===== config.mk =====
export PLATFORM = sky130hd
export DESIGN_NAME = uart_tx_buffered
export DESIGN_NICKNAME = d
export VERILOG_FILES = /design/src/rtl/uart_tx_buffered.sv
export SDC_FILE = /design/constraint.sdc
export NUM_CORES = 1
export LEC_CHECK = 0
export ABC_AREA = 1
export BUFFER_PORTS_ARGS = -buffer_cell sky130_fd_sc_hd__buf_4
export CELL_PAD_IN_SITES_DETAIL_PLACEMENT = 2
export CELL_PAD_IN_SITES_GLOBAL_PLACEMENT = 2
export CORE_MARGIN = 1.5
export CORE_UTILIZATION = 38
export CTS_CLUSTER_DIAMETER = 120
export DETAILED_ROUTE_END_ITERATION = 10
export PLACE_DENSITY = 0.82
export SYNTH_ARGS = -nofsm -noshare
export SYNTH_HDL_FRONTEND = slang
export SYNTH_SLANG_ARGS = --single-unit

===== constraint.sdc =====
create_clock -name clock -period 3.4 [get_ports clock]
set_clock_uncertainty 0.2 [all_clocks]
set_input_delay 0.34 -clock clock [delete_from_list [all_inputs] [get_ports clock]]
set_output_delay 0.34 -clock clock [all_outputs]
set_load 0.02 [all_outputs]

===== src/rtl/uart_tx_buffered.sv =====
// uart_tx_buffered: FIFO-buffered UART transmitter with a per-frame latched format.
// Revision 1.0
`timescale 1ns/1ps
`default_nettype none

module uart_tx_buffered #(
  parameter int DATA_W     = 9,
  parameter int FIFO_DEPTH = 8,
  parameter int DIV_W      = 16
) (
  input  logic                             clock,
  input  logic                             rst,
  input  logic [DIV_W-1:0]                 baud_div,
  input  logic [3:0]                       data_len,
  input  logic [1:0]                       parity_type,
  input  logic                             stop_bits,
  input  logic                             wr_valid,
  input  logic [DATA_W-1:0]                wr_data,
  output logic                             wr_ready,
  output logic                             data_out,
  output logic                             tx_active,
  output logic                             tx_done,
  output logic [$clog2(FIFO_DEPTH+1)-1:0]  fifo_level,
  output logic                             fifo_empty,
  output logic                             fifo_full
);

  localparam int PTR_W = $clog2(FIFO_DEPTH);
  localparam int LVL_W = $clog2(FIFO_DEPTH + 1);
  localparam logic [LVL_W-1:0] FULL_LVL = LVL_W'(FIFO_DEPTH);
  localparam logic [3:0] MIN_LEN = 4'd5;
  localparam logic [3:0] MAX_LEN = 4'(DATA_W);

  localparam logic [2:0] S_IDLE   = 3'd0;
  localparam logic [2:0] S_START  = 3'd1;
  localparam logic [2:0] S_DATA   = 3'd2;
  localparam logic [2:0] S_PARITY = 3'd3;
  localparam logic [2:0] S_STOP   = 3'd4;

  logic [DATA_W-1:0] mem_q [FIFO_DEPTH];
  logic [PTR_W-1:0]  wr_ptr_q, wr_ptr_d, rd_ptr_q, rd_ptr_d;
  logic [LVL_W-1:0]  level_q, level_d;
  logic              push, pop;
  logic [DATA_W-1:0] rd_word;

  logic [2:0]        state_q, state_d;
  logic [DIV_W-1:0]  baud_cnt_q, baud_cnt_d, div_q, div_d;
  logic [3:0]        bit_cnt_q, bit_cnt_d, len_q, len_d, len_in;
  logic [DATA_W-1:0] shreg_q, shreg_d;
  logic [1:0]        par_q, par_d;
  logic              stop_q, stop_d, par_bit_q, par_bit_d;
  logic              ones_par, par_calc, tick;
  logic              frame_end_q, frame_end_d;

  logic              line_d, active_d;
  logic              data_out_q, tx_active_q, tx_done_q;

  assign fifo_level = level_q;
  assign fifo_empty = (level_q == '0);
  assign fifo_full  = (level_q == FULL_LVL);
  assign wr_ready   = ~fifo_full;
  assign push       = wr_valid & ~fifo_full;
  assign rd_word    = mem_q[rd_ptr_q];
  assign tick       = (baud_cnt_q == div_q);

  assign data_out   = data_out_q;
  assign tx_active  = tx_active_q;
  assign tx_done    = tx_done_q;

  always_comb begin
    wr_ptr_d = push ? wr_ptr_q + PTR_W'(1) : wr_ptr_q;
    rd_ptr_d = pop  ? rd_ptr_q + PTR_W'(1) : rd_ptr_q;
    level_d  = level_q + LVL_W'(push) - LVL_W'(pop);
  end

  // Frame format is sampled from the live inputs only at the pop.
  always_comb begin
    if (data_len < MIN_LEN)      len_in = MIN_LEN;
    else if (data_len > MAX_LEN) len_in = MAX_LEN;
    else                         len_in = data_len;
    ones_par = 1'b0;
    for (int i = 0; i < DATA_W; i++) begin
      if (4'(i) < len_in) ones_par = ones_par ^ rd_word[i];
    end
    case (parity_type)
      2'b01:   par_calc = ~ones_par;
      2'b10:   par_calc = ones_par;
      default: par_calc = 1'b0;
    endcase
  end

  always_comb begin
    state_d     = state_q;
    baud_cnt_d  = '0;
    bit_cnt_d   = bit_cnt_q;
    shreg_d     = shreg_q;
    div_d       = div_q;
    len_d       = len_q;
    par_d       = par_q;
    stop_d      = stop_q;
    par_bit_d   = par_bit_q;
    pop         = 1'b0;
    frame_end_d = 1'b0;
    if (state_q != S_IDLE && !tick) baud_cnt_d = baud_cnt_q + DIV_W'(1);
    case (state_q)
      S_IDLE: begin
        if (!fifo_empty) pop = 1'b1;
      end
      S_START: begin
        if (tick) begin
          state_d   = S_DATA;
          bit_cnt_d = '0;
        end
      end
      S_DATA: begin
        if (tick) begin
          shreg_d = shreg_q >> 1;
          if (bit_cnt_q == len_q - 4'd1) begin
            bit_cnt_d = '0;
            state_d   = (par_q == 2'b00) ? S_STOP : S_PARITY;
          end else begin
            bit_cnt_d = bit_cnt_q + 4'd1;
          end
        end
      end
      S_PARITY: begin
        if (tick) begin
          state_d   = S_STOP;
          bit_cnt_d = '0;
        end
      end
      S_STOP: begin
        if (tick) begin
          if (bit_cnt_q == {3'b000, stop_q}) begin
            frame_end_d = 1'b1;
            if (!fifo_empty) pop = 1'b1;
            else             state_d = S_IDLE;
          end else begin
            bit_cnt_d = bit_cnt_q + 4'd1;
          end
        end
      end
      default: state_d = S_IDLE;
    endcase
    if (pop) begin
      state_d    = S_START;
      baud_cnt_d = '0;
      shreg_d    = rd_word;
      div_d      = baud_div;
      len_d      = len_in;
      par_d      = parity_type;
      stop_d     = stop_bits;
      par_bit_d  = par_calc;
    end
  end

  always_comb begin
    active_d = (state_q != S_IDLE);
    case (state_q)
      S_START:  line_d = 1'b0;
      S_DATA:   line_d = shreg_q[0];
      S_PARITY: line_d = par_bit_q;
      default:  line_d = 1'b1;
    endcase
  end

  always_ff @(posedge clock) begin
    if (push) mem_q[wr_ptr_q] <= wr_data;
  end

  // Line outputs are registered, so tx_done lags frame_end by one more cycle.
  always_ff @(posedge clock or negedge rst) begin
    if (!rst) begin
      wr_ptr_q    <= '0;
      rd_ptr_q    <= '0;
      level_q     <= '0;
      state_q     <= S_IDLE;
      baud_cnt_q  <= '0;
      bit_cnt_q   <= '0;
      shreg_q     <= '0;
      div_q       <= '0;
      len_q       <= MIN_LEN;
      par_q       <= 2'b00;
      stop_q      <= 1'b0;
      par_bit_q   <= 1'b0;
      frame_end_q <= 1'b0;
      data_out_q  <= 1'b1;
      tx_active_q <= 1'b0;
      tx_done_q   <= 1'b0;
    end else begin
      wr_ptr_q    <= wr_ptr_d;
      rd_ptr_q    <= rd_ptr_d;
      level_q     <= level_d;
      state_q     <= state_d;
      baud_cnt_q  <= baud_cnt_d;
      bit_cnt_q   <= bit_cnt_d;
      shreg_q     <= shreg_d;
      div_q       <= div_d;
      len_q       <= len_d;
      par_q       <= par_d;
      stop_q      <= stop_d;
      par_bit_q   <= par_bit_d;
      frame_end_q <= frame_end_d;
      data_out_q  <= line_d;
      tx_active_q <= active_d;
      tx_done_q   <= frame_end_q;
    end
  end

endmodule

`default_nettype wire


==> out/qor.yml, run 1 <==
synth-seq-cells: 142
slew_viol_final: 0
die_h_um: 138.1
routed_wl_um: 22750
avgSynthCellArea_sq_um: 9.026
gp_congestion: 0.7684
grt_remaining_overflow: 0
crit_type: "flop to flop"
synth_top_area_share: 0.3119
synth.area.top_cells: "edfxtp_1 (31%), dfrtp_1 (24%), nand2_1 (13%)"
worstSetupStartpointType: "flop"
hpwl_um: 14300
drc: 0
critPathRequiredTime_ns: 3.53
seqCellArea_sq_um: 3918
diodes: 0
grt_pass1_vias: 6684
ys_seq_area_frac: 0.5652
clk_latency_ns: 0.45
cts_tree: "yes"
max_clock_freq_mhz: 351.9
synth_xor_area_frac: 0.03664
rsz0062_at_grt: "no"
vias_per_cell: 5.137
ir_drop_mv: 0.5153
synth_top_family_by_area: "simple AND/OR/NAND/NOR gates"
grt_use_total: 0.2502
final_nets: 898
path_max_fanout: 4
numPortBuffers: 44
antenna_left: 0
die_w_um: 138.1
antenna_found_initial: 0
p_leak_uw: 0.003939
yosys.area.top_type: "edfxtp_1"
grt_pass1_wl_um: 36530
p_per_area_nw_per_um2: 934.5
cts_max_level: 4
yosys.cell_types.count: 39
slew_headroom: 0.3578
initial_core_util: 0.3872
fill_cells: 1917
drt-pass1-iter-count: 4
cts.sinks: 142
syn-cell-area_sq_um: 6932
utilization: 0.4677
io_pins: 45
cts_buffers: 17
worstPathArrival_ns: 2.97
area_growth_pct: 20.79
cts_buffer_depth: 2
std_cell_rows: 49
multi_input_area_sq_um: 2410
core_area_sq_um: 17900
post-route-period-util: 0.8357
wl_per_cell_um: 20.81
synth.area.mux_share: 0
setup_viol: 0
outcome: "completed"
cts_resized: 0
grt_max_degree: 71
path_clk_slew_ns: 0.06
final-hold-violation-count: 0
drtIter0Drc: 347
fin_tns_setup_ns: 0
worstSetupEndpointType: "flop"
worstHoldPathType: "input port to flop"
synth_compound_area_frac: 0.04296
tightestPinTransition_ns: 0.9633
synthAdderAreaFrac: 0.02274
cts_root_buf: "clkbuf_16"
drive_gt1_frac: 0.1285
vias: 5615
synth-simple-area-share: 0.2453
netlist_instances: 768
cts_setup_buffers: 0
syn_nets: 815
synth_warnings: 0
die-area_sq_um: 19060
maxCapViolations: 0
period_needed_ns: 2.841
==> critical path: stages (launching register included) <==
cell     delay, ns
dfrtp_1       0.44
xnor2_1       0.26
nand4_1       0.13
nor2_1        0.22
nand3_2       0.16
a21oi_4       0.18
ha_1          0.26
inv_1         0.09
ha_1          0.19
inv_1         0.06
fa_1          0.39
xnor2_1       0.14
==> synth_stat cells <==
library cell  number
nand2_1          249
clkbuf_1           1
nor3_1             4
nand4_2            1
a211oi_1           1
a31oi_2            4
ha_1              11
nand2_2            1
a31oi_1            4
o211ai_2           2
xnor2_1           22
buf_2              8
nand3_1           74
o21a_1             2
o211ai_1           4
o21ai_1            4
xor2_1             7
nand4_1            8
buf_6              7
inv_2              3
nor3b_1            6
inv_1            113
a21oi_4            1
clkinv_1           1
o22ai_1            1
fa_1               1
o21ai_0           12
dfrtp_1           67
nand3_2            3
nor2_1            50
and3_1             1
nor2_2             5
inv_4              2
o21bai_1           1
or2_2              1
dfstp_2            3
buf_4              4
edfxtp_1          72
a21oi_1            7
==> final timing paths <==
path	to	slack [ns]	startpoint	depth (start not counted)
min in group asynchronous	bit_cnt_q[1]$_DFFE_PN0P_	0.38	rst	2
setup reg to reg	fifo_level[2]$_DFF_PN0_	0.56	baud_cnt_q[6]$_DFF_PN0_	11
hold / removal	par_q[0]$_DFFE_PN0P_	0.03	parity_type[0]	3
max in group asynchronous	shreg_q[5]$_DFFE_PN0P_	1.97	rst	2
setup / recovery	fifo_level[2]$_DFF_PN0_	0.56	baud_cnt_q[6]$_DFF_PN0_	11
hold reg to reg	tx_done$_DFF_PN0_	0.18	frame_end_q$_DFF_PN0_	0
==> per-stage QoR <==
step                instances  setup slack, ns  hold WS [ns]  total power, uW  cell area [sq um]
detailed placement       1033           0.6516        0.1666             5788               7486
CTS                      1093           0.5103       0.02367             7875               8373
finish                   1093           0.5586       0.02840             7824               8373
global route             1093           0.4310       0.02790             8349               8373
floorplan                 768           0.7176       -0.1556             4818               6932
global placement         1033           0.8537        0.1650             5505               7486
==> logic make-up (layout without fill, tap and decap cells) <==
group / after synthesis / count (layout)
xor+xnor: 29 / 29
fa+ha+maj: 12 / 12
buf+inv: 139 / 235
compound gates: 43 / 43
simple gates: 403 / 403
flops: 142 / 142
==> layout make-up <==
class / count / share of cell area
Clock buffer: 23 / 0.05977
Timing Repair Buffer: 84 / 0.08368
Multi-Input combinational cell: 487 / 0.2878
Sequential cell: 142 / 0.4679
Inverter: 119 / 0.05394
Clock inverter: 9 / 0.01270
Tap cell: 229 / 0.03422
==> state kept, by name, indices dropped and copies added (netlist names), 2 cells and up <==
| name | count |
|---|---|
| state_q | 3 |
| fifo_level | 4 |
| len_q | 4 |
| wr_ptr_q | 3 |
| bit_cnt_q | 4 |
| par_q | 2 |
| baud_cnt_q | 16 |
| shreg_q | 9 |
| mem_q | 72 |
| rd_ptr_q | 3 |
| div_q | 16 |
==> per-layer routing <==
layer  part of all wire  vias to the layer above  GRT usage
met2               0.55                      113     0.4643
met1               0.40                     2858     0.2831
met3              0.035                       40    0.04399
met4              0.024                        0     0.1019
li1                   -                     2604          -
met5                  0                        -          0
==> cells in the final DEF (no fill, tap or decap), drive strengths merged, types with 2 or more instances in the layout <==
master,netlist,layout
nand3,77,77
o21ai,16,16
nand4,9,9
o211ai,6,6
xor2,7,7
nor3b,6,6
xnor2,22,22
nor3,4,4
nor2,55,55
bufinv,0,2
buf,19,56
clkbuf,1,23
nand2,250,250
clkinv,1,6
inv,118,119
o21a,2,2
a31oi,8,8
edfxtp,72,72
dfstp,3,3
dlygate4sd3,0,28
a21oi,8,8
dfrtp,67,67
ha,11,11
==> power breakdown <==
part / leakage (uW) / switching, uW / internal [uW] / total [uW]
Sequential: 0.00153 / 309 / 2280 / 2590
Combinational: 0.00211 / 2240 / 1050 / 3290
Clock: 0.000298 / 756 / 1180 / 1940
==> repair_timing <==
action	in CTS	in global routing
endpoints found under the setup margin	0	0
hold buffers	28	0
hold endpoints to repair	157	0
Power figures use the tool's default switching activity.
==> run 2: changes to the inputs <==
- ABC_AREA: 1 -> 0
- CORE_UTILIZATION: 38 -> 43
- clock period: 3.4 -> 2.95 ns (I/O delays scaled with it)
==> run 2 against run 1 <==
Against the previous run:
- the run now ends with negative setup slack left
- combinational power rose by 4%
- critical path type unchanged
- final cell count is 29% lower
- design area shrank 1.9%
- wire length down 22%
==> out/qor.yml, run 2 <==
cp_slowest_cell: "dfrtp_1"
grt_max_degree: 71  # unchanged
gp_congestion: 0.7338  # -4.5%
ir_drop_mv: 0.6022  # +17%
die-area_sq_um: 15740  # -17%
grt_pass1_wl_um: 27990  # -23%
cts_buffer_depth: 2  # unchanged
worstHoldPathType: "flop to flop"
fin_ws_ns: -0.1001  # -0.6587 ns
reg.largest.list: "mem_q: 72 flops, baud_cnt_q: 16 flops, div_q: 16 flops"
grt_use_total: 0.2425  # -0.007720
p_leak_uw: 0.003346  # -15%
yosys.area.top_type: "edfxtp_1"
critPathRequiredTime_ns: 3.09  # -0.44 ns
yosys.cell_types.count: 46  # +18%
wl_per_cell_um: 22.85  # +9.8%
power_frac_seq: 0.357  # +0.026
antenna_found_initial: 0  # unchanged
final_area_sq_um: 8212  # -1.9%
crit_type: "flop to flop"
ys_seq_area_frac: 0.6076  # +0.04244
numPortBuffers: 44  # unchanged
path_clk_slew_ns: 0.07  # about the same
drive_gt1_frac: 0.3113  # +0.1829
layout_common_cells: "buf_4 (82), edfxtp_1 (72), dfrtp_1 (65)"
cts_tree: "yes"
initial_core_util: 0.4419  # +0.05474
utilization: 0.5629  # +0.09515
r2r_setup_slack_ns: -0.10  # -0.66 ns
std_cell_rows: 44  # -10%
area_growth_pct: 27.36
dr_wl_met2_um: 9872  # -20%
worstSetupStartpointType: "flop"
outcome: "complete, but fails checks"
reg2reg_depth: 13  # +2
slew_headroom: 0.3780  # +0.02020
tightestPinTransition_ns: 0.9330  # -0.03029 ns
synth_ff_type: "edfxtp_1"
drt-met1-wl_um: 6994  # -22%
cts_root_buf: "clkbuf_16"
slew_viol_final: 0  # unchanged
top_layer_used: "met4"
core_area_sq_um: 14590  # -19%
synth_warnings: 0  # unchanged
violations: "negative setup slack"
holdWs_ns: 0.1519  # +0.1235 ns
synth_edf_count: 72  # unchanged
drtIter0Drc: 184  # -47%
p_sw_uw: 3108  # -5.9%
p_per_area_nw_per_um2: 1054  # +13%
top_register: "mem_q"
die_h_um: 125.5  # -9.1%
vias_per_cell: 5.373  # +4.6%
rsz0062_at_grt: "yes"
diodes: 0  # unchanged
largest_register_ffs: 72  # unchanged
ys_async_sr_fraction: 0.4930  # unchanged
final_common_cell: "buf_4"
switching_share: 0.3592  # -0.06303
dpl_worst_slack_ns: -0.2667  # -0.9183 ns
worstPathArrival_ns: 3.19  # +0.22 ns
cts_buffers: 17  # unchanged
grt_pass1_vias: 4820  # -28%
drt-pass1-iter-count: 4  # unchanged
clk_latency_ns: 0.44  # about the same
drc: 0  # unchanged
routed_wl_um: 17710  # -22%
synth_top_area_share: 0.3353  # +0.02343
placed_area_sq_um: 7232  # -3.4%
hold_start: "frame_end_q$_DFF_PN0_"
fin_tns_setup_ns: -0.1691  # -0.1691 ns
whs_path_depth: 0  # -3
avgSynthCellArea_sq_um: 13.96  # +55%
synth.area.top_cells: "edfxtp_1 (34%), dfrtp_1 (26%), mux4_2 (5.2%)"
antenna_left: 0  # unchanged
timing.rr.end: "fifo_level[2]$_DFF_PN0_"
netlist_instances: 462  # -40%
synth-seq-cells: 142  # unchanged
final-hold-violation-count: 0  # unchanged
setup_viol: 2  # +2
critical_path.top_delay_family: "simple AND/OR/NAND/NOR gates"
cts.sinks: 142  # unchanged
syn_nets: 509  # -38%
crit_buf_inv: 3  # +1
pwr-share-clk: 0.248  # about the same
synth.top_cells.by_count: "edfxtp_1 (72), dfrtp_1 (67), nor2_1 (35)"
final_nets: 625  # -30%
syn-cell-area_sq_um: 6447  # -7.0%
worstSetupEndpointType: "flop"
fill_cells: 1307  # -32%
io_pins: 45  # unchanged
reg2reg_from: "div_q[1]$_DFFE_PN0P_"
maxCapViolations: 0  # unchanged
vias: 4164  # -26%
yosysMostFrequentCell: "edfxtp_1"
cts_max_level: 4  # unchanged
grt_remaining_overflow: 0  # unchanged
p_comb_frac: 0.395  # -0.026
die_w_um: 125.5  # -9.1%
period_needed_ns: 3.050  # +0.2087 ns
internal_power_uw: 5544  # +23%
max_clock_freq_mhz: 327.9  # -6.8%
hpwl_um: 10860  # -24%
critPathMaxStageDelay_ns: 0.41  # -0.03 ns
post-route-period-util: 1.034  # +0.1982
path_cells: "xor2_2, nor4_2, nand4_1, or2_1, nand2_1, nand3_2, inv_2, ha_4, inv_4, ha_4, inv_2, fa_1, xnor2_1"
path_max_fanout: 2  # -2
whs_endpoint: "tx_done$_DFF_PN0_"
met3_length_um: 413  # -48%
## run 2: changes by cell type after synthesis, moves of 9 or more
cell     delta
nand3_1    -63
mux2i_1     +9
nand2_1   -217
mux4_2     +15
xor2_1     +27
nor2_1     -15
mux2_2     +29
inv_1      -98
## run 2: worst max path at each step
stage | from | to | slack, ns | cells past startpoint
after CTS | div_q[1]$_DFFE_PN0P_ | fifo_level[1]$_DFF_PN0_ | -0.08 | 13
after global routing | div_q[8]$_DFFE_PN0P_ | fifo_level[2]$_DFF_PN0_ | -0.27 | 13
after detailed placement | div_q[6]$_DFFE_PN0P_ | fifo_level[1]$_DFF_PN0_ | -0.27 | 14
after global placement | div_q[6]$_DFFE_PN0P_ | fifo_level[2]$_DFF_PN0_ | -0.11 | 14
after floorplan | baud_cnt_q[8]$_DFF_PN0_ | fifo_level[2]$_DFF_PN0_ | 0.001 | 14
final | div_q[1]$_DFFE_PN0P_ | fifo_level[2]$_DFF_PN0_ | -0.10 | 13
## run 2: cell type report
cell class / instances / area, sq um / share of cell area
Clock buffer: 17 / 425.4 / 0.05181
Clock inverter: 15 / 157.7 / 0.01920
Inverter: 16 / 62.56 / 0.007618
Multi-Input combinational cell: 286 / 2460 / 0.2996
Sequential cell: 142 / 3920 / 0.4774
Tap cell: 184 / 230.2 / 0.02804
Timing Repair Buffer: 115 / 955.9 / 0.1164
## run 2: per-layer routing
| metal | vias up | GRT usage |
|---|---|---|
| li1 | 1902 | - |
| met1 | 2157 | 0.2703 |
| met2 | 72 | 0.4453 |
| met3 | 33 | 0.05605 |
| met4 | 0 | 0.09693 |
| met5 | - | 0 |
## run 2: kinds of logic (layout without fill, tap and decap cells)
group	after synthesis	in the layout	share of synthesized area
AOI/OAI and AO/OA	41	41	0.03881
xor gates and xnor gates	55	55	0.07471
adders and majority gates	12	12	0.02445
buffers and inverters	34	163	0.02387
DFF	142	142	0.6076
muxes	62	62	0.1469
and+or+nand+nor	116	116	0.08364
## run 2: what timing repair did
item,CTS,global route
gates resized for setup,13,3
endpoints found under the setup margin,4,28
buffers inserted,3,0
hold endpoints to repair,162,0
pin swaps,10,4
hold buffers,32,0
## run 2: stage by stage
stage / std cells / total power (uW)
floorplan: 462 / 5203
global placement: 712 / 5990
finish: 775 / 8651
CTS: 777 / 8664
detailed placement: 712 / 6257
global route: 775 / 9130
## run 2: power by group through the flow
stage	sequential [uW]	clock, uW	combinational [uW]
finish	3090	2150	3410
CTS	3090	2190	3390
global placement	3030	0	2960
detailed placement	3090	0	3160
global route	3160	2270	3700
floorplan	2940	0	2260
